<file path="config.mk">
export PLATFORM = sky130hd
export DESIGN_NAME = mdu_hilo
export DESIGN_NICKNAME = d
export VERILOG_FILES = /design/src/rtl/mdu_hilo.sv
export SDC_FILE = /design/constraint.sdc
export NUM_CORES = 1
export LEC_CHECK = 0
export CORE_MARGIN = 2
export CORE_UTILIZATION = 60
export DETAILED_ROUTE_END_ITERATION = 16
export DONT_BUFFER_PORTS = 1
export PLACE_DENSITY_LB_ADDON = 0.2
export SLEW_MARGIN = 20
export SYNTH_ARGS = -nofsm -noshare
export SYNTH_HDL_FRONTEND = slang
export SYNTH_SLANG_ARGS = --single-unit
</file>
<file path="constraint.sdc">
create_clock -name clk -period 8.9 [get_ports clk]
set_input_delay 1.335 -clock clk [delete_from_list [all_inputs] [get_ports clk]]
set_output_delay 1.335 -clock clk [all_outputs]
set_load 0.01 [all_outputs]
</file>
<file path="src/rtl/mdu_hilo.sv">
// mdu_hilo: iterative multiply/divide unit and HI/LO register pair.
//
// Executes MULT/MULTU (shift-add, 32 cycles) and DIV/DIVU (restoring, 32 cycles)
// and holds the 64-bit {HI, LO} state. MTHI/MTLO results from the ALU are written
// through hilo_we while no operation is in flight.
//
// Optional feature macro: MDU_FAST_MUL_EN
//   defined   - MULT/MULTU finish in one cycle with a combinational 64-bit product.
//   undefined - multiplies use the 32-cycle iterative datapath.
//
// Ports:
//   clk         in   system clock, rising edge
//   resetn      in   asynchronous active-low reset
//   start       in   launch an operation (sampled only when busy = 0)
//   op[1:0]     in   00 MULT, 01 MULTU, 10 DIV, 11 DIVU
//   a[31:0]     in   rs operand (multiplicand / dividend)
//   b[31:0]     in   rt operand (multiplier / divisor)
//   cancel      in   pipeline flush, aborts the in-flight operation
//   hilo_we     in   direct {HI, LO} write
//   hilo_wdata  in   value for the direct write, {HI, LO}
//   busy        out  operation in flight
//   done        out  one-cycle pulse, hilo holds a new mul/div result
//   hilo[63:0]  out  current {HI, LO}

module mdu_hilo (
  input  logic        clk,
  input  logic        resetn,
  input  logic        start,
  input  logic [1:0]  op,
  input  logic [31:0] a,
  input  logic [31:0] b,
  input  logic        cancel,
  input  logic        hilo_we,
  input  logic [63:0] hilo_wdata,
  output logic        busy,
  output logic        done,
  output logic [63:0] hilo
);

  typedef enum logic [1:0] {StIdle, StMul, StDiv} state_e;

  state_e      state;
  logic [4:0]  cnt;
  logic [63:0] acc;       // MUL: {partial sum, multiplier}; DIV: {remainder, quotient}
  logic [31:0] opnd;      // multiplicand or divisor magnitude
  logic        neg_lo;    // product / quotient sign
  logic        neg_hi;    // remainder sign
  logic        div_zero;

  // Operand magnitudes; op[0] = 0 selects the signed variants.
  logic        signed_op;
  logic        a_neg;
  logic        b_neg;
  logic [31:0] abs_a;
  logic [31:0] abs_b;

  assign signed_op = ~op[0];
  assign a_neg     = signed_op & a[31];
  assign b_neg     = signed_op & b[31];
  assign abs_a     = a_neg ? (~a + 32'd1) : a;
  assign abs_b     = b_neg ? (~b + 32'd1) : b;

  // Shift-add step: 33-bit add into the upper half keeps the carry, then shift right.
  logic [32:0] mul_sum;
  logic [63:0] mul_next;
  logic [63:0] mul_res;

  assign mul_sum  = {1'b0, acc[63:32]} + (acc[0] ? {1'b0, opnd} : 33'd0);
  assign mul_next = {mul_sum, acc[31:1]};
  assign mul_res  = neg_lo ? (~mul_next + 64'd1) : mul_next;

  // Restoring step: acc[63:31] is the upper 33 bits of the left-shifted register.
  logic [33:0] div_diff;
  logic [63:0] div_next;
  logic [31:0] quo_res;
  logic [31:0] rem_res;

  assign div_diff = {1'b0, acc[63:31]} - {2'b00, opnd};
  assign div_next = div_diff[33] ? {acc[62:0], 1'b0} : {div_diff[31:0], acc[30:0], 1'b1};
  assign quo_res  = neg_lo ? (~div_next[31:0] + 32'd1) : div_next[31:0];
  assign rem_res  = neg_hi ? (~div_next[63:32] + 32'd1) : div_next[63:32];

  // Single-cycle multiply path. Low 64 bits of the product of the sign- or
  // zero-extended operands equal the signed or unsigned 64-bit product.
  logic        fast_mul;
  logic [63:0] prod_fast;

`ifdef MDU_FAST_MUL_EN
  logic [63:0] ext_a;
  logic [63:0] ext_b;

  assign ext_a     = {{32{a_neg}}, a};
  assign ext_b     = {{32{b_neg}}, b};
  assign prod_fast = ext_a * ext_b;
  assign fast_mul  = ~op[1];
`else
  assign prod_fast = 64'd0;
  assign fast_mul  = 1'b0;
`endif

  always_ff @(posedge clk or negedge resetn) begin
    if (!resetn) begin
      state    <= StIdle;
      cnt      <= 5'd0;
      acc      <= 64'd0;
      opnd     <= 32'd0;
      neg_lo   <= 1'b0;
      neg_hi   <= 1'b0;
      div_zero <= 1'b0;
      busy     <= 1'b0;
      done     <= 1'b0;
      hilo     <= 64'd0;
    end else begin
      done <= 1'b0;
      case (state)
        StIdle: begin
          if (hilo_we) hilo <= hilo_wdata;
          if (start && fast_mul) begin
            // Result overrides a same-edge direct write.
            hilo <= prod_fast;
            done <= 1'b1;
          end else if (start) begin
            cnt      <= 5'd0;
            neg_lo   <= a_neg ^ b_neg;
            neg_hi   <= a_neg;
            div_zero <= (b == 32'd0);
            opnd     <= op[1] ? abs_b : abs_a;
            acc      <= op[1] ? {32'd0, abs_a} : {32'd0, abs_b};
            busy     <= 1'b1;
            state    <= op[1] ? StDiv : StMul;
          end
        end
        StMul: begin
          if (cancel) begin
            busy  <= 1'b0;
            state <= StIdle;
          end else begin
            acc <= mul_next;
            cnt <= cnt + 5'd1;
            if (cnt == 5'd31) begin
              hilo  <= mul_res;
              done  <= 1'b1;
              busy  <= 1'b0;
              state <= StIdle;
            end
          end
        end
        StDiv: begin
          if (cancel) begin
            busy  <= 1'b0;
            state <= StIdle;
          end else begin
            acc <= div_next;
            cnt <= cnt + 5'd1;
            if (cnt == 5'd31) begin
              if (!div_zero) hilo <= {rem_res, quo_res};
              done  <= 1'b1;
              busy  <= 1'b0;
              state <= StIdle;
            end
          end
        end
        default: begin
          busy  <= 1'b0;
          state <= StIdle;
        end
      endcase
    end
  end

endmodule

</file>
==> metrics.cfg <==
[power_and_ir_drop]
power_leakage_nw=7.38
power_per_cell_area_nw_per_um2=404
max-vdd-ir-drop_mv=0.487

[synth]
yosysMostFrequentCell=nand2_1
synthCells=2332
synth-seq-cells=172
synth-edff-count=0
yosys_warnings=0
yosysTopAreaCellShare_pct=24.7
synth_area_leaders=dfrtp_1 25%, xnor2_1 7.8%, o21ai_0 6.8%, nand2_1 6.3%, nor2_1 5.4%
synth-main-ff-cell=dfrtp_1
ys_types=96
synth_seq_area_share_pct=24.7
yosys.area.top_type=dfrtp_1
syn_area_um2=17400
synth_common_cells=291 x nand2_1, 251 x nor2_1, 236 x o21ai_0, 182 x a21oi_1, 172 x dfrtp_1
ys_async_sr_fraction_pct=100
synth_area_per_cell_um2=7.47
syn_nets=2543

[floorplanning]
io_pins=201
start_util_pct=60.9
die_width_um=174
core_area_um2=28600
die_h_um=174
fp.dieArea_um2=30400
rows=62

[worst_setup_path]
critPathArrivalTime_ps=6390
cp.required_ps=9230
path_class=reg -> reg
crit_path_end_kind=flip-flop
startpoint_type=flip-flop
crit_start=acc[0]
r2r-start=acc[0]
worst-path-max-fanout=34

[status]
status=complete, no violations

[route]
first_iter_violations=2291
drt-pass1-iter-count=7
final_antenna_net_count=0
wl_um=60200
drc=0
avgRoutedWirePerCell_um=23.3
vias=17779
routed_via_density=6.89

[cts]
numCtsBuffers=17
clk_latency_ps=460
htreeDepth=4
clkSlewWorstSetupHoldPaths_ps=80
cts_setup_buffers=0
cts_tree=built
cts_buffer_depth=2
cts_resized=0
cts_hold_buf=0
cts_root_buf=clkbuf_16
cts_sinks=172

[layout]
drive_gt1_share_pct=4.92
layout.nets=2395
fin_cells=2582
final_cell_area_um2=17900
multi_input_area_um2=12100
areaGrowthSynthToFinish_pct=2.69
final_core_util_pct=62.5
seqCellArea_um2=4310
fillers=2579

[placement]
place.gp.congestion=0.999
dpl_cell_area_um2=17300
port_buffers=0
dp_hpwl_um=45700
dpl.cell_count=2549

[timing]
period_needed_ps=6060
rsz0062_at_grt=no
hold_viol=0
tightest_slew_ps=1050
fmax_mhz=165
relSlewSlack_pct=29.5
setup_violations=0
setup_tns_ps=0
post-route-period-util_pct=68.0
finClkSkew_ps=15.6
slew_violations=0

[global_route]
grt.overflow.total=0
grt_pass1_vias=15932
grt_max_degree=173
grt_pass1_wl_um=93100
grt.total_usage_pct=39.0
antenna_found_initial=1

[min_path]
hold_class=reg -> reg
hp-start=opnd[28]

[job]
drv_cap=0

-- final cells by class --
| type | count | area share [%] |
|---|---|---|
| Tap cell | 384 | 2.68 |
| Multi-Input combinational cell | 1913 | 67.9 |
| Clock inverter | 13 | 0.958 |
| Timing Repair Buffer | 10 | 0.420 |
| Antenna cell | 1 | 0.0140 |
| Inverter | 70 | 1.47 |
| Clock buffer | 19 | 2.53 |
| Sequential cell | 172 | 24.1 |
-- layout by cell type, fill, tap and decap left out, drive strengths merged, types with 7 or more instances in the layout --
cell type    n
nor2b       13
o21ai      243
nor2       251
a221oi      52
and2        15
inv         75
a21o        27
or4         19
clkbuf      19
mux2         7
o21a        19
nand4       20
o211ai       8
o41ai       25
xnor2      155
xor2        66
a31oi       10
a22oi       30
o31ai       73
a21oi      184
or2         10
mux2i       26
and3        12
ha          74
buf         10
a211oi      20
dfrtp      172
a221o       32
or3         22
nand2      292
nand2b      22
nor4        13
nor3        48
nand3       33
-- path summary, 6_finish.rpt --
kind                            endpoint  slack, ps  cells past startpoint
worst max-delay path            hilo[62]       2840                     15
worst min-delay path            opnd[28]        490                      2
worst max register to register  hilo[62]       2840                     15
worst min register to register  opnd[28]        490                      2
max in group asynchronous        acc[61]       7860                      0
min in group asynchronous       hilo[63]        580                      0
-- per-layer routing --
layer / global-route usage (%) / up-vias / wire (µm) / part of all wire [%]
met4: 12.1 / 0 / 1830 / 3.0
met5: 0 / - / 0 / 0
met3: 11.3 / 87 / 8280 / 14
li1: - / 8162 / - / -
met2: 52.7 / 1214 / 23700 / 39
met1: 59.0 / 8316 / 26400 / 44
-- state kept, by name (all words and copies together), names as in the netlist --
| signal | count |
|---|---|
| cnt | 5 |
| acc | 64 |
| div_zero | 1 |
| opnd | 32 |
| hilo | 64 |
| busy | 1 |
| neg_hi | 1 |
| done | 1 |
| neg_lo | 1 |
| state | 2 |
-- worst max-delay path: stages, from the launching register on --
cell	delay (ps)
dfrtp_1	390
clkinv_1	820
nor2_1	550
ha_1	320
a211o_1	310
a21oi_4	220
a21oi_2	120
or3b_1	530
a21oi_1	360
xnor2_1	260
or4b_4	590
or4_4	580
nor3_1	170
mux2_2	360
a211oi_1	230
o21ai_0	100
-- stage by stage --
stage               total power [mW]  setup WS (ps)  hold WS (ps)
finish                          7.22           2840           487
floorplan                       5.06           3850           445
global placement                6.12           3050           463
detailed placement              6.21           2990           472
global route                    7.70           2550           513
CTS                             7.05           2950           491
-- logic make-up after synthesis --
logic type               Yosys count  share of synthesized area (%)
XOR/XNOR                         221                           11.2
AO/OA/AOI/OAI                    791                           29.7
AND/OR/NAND/NOR                  792                           20.9
adder cells (fa/ha/maj)           76                           5.54
multiplexers                      33                           1.95
flip-flops                       172                           24.7
buffers and inverters            247                           5.99
-- where the power goes --
part / total, mW / switching, mW / internal (mW)
combinational: 4.80 / 3.15 / 1.65
clock: 0.820 / 0.379 / 0.441
sequential: 1.60 / 0.475 / 1.12
total: 7.22 / 4.00 / 3.22
Power figures use the tool's default switching activity.
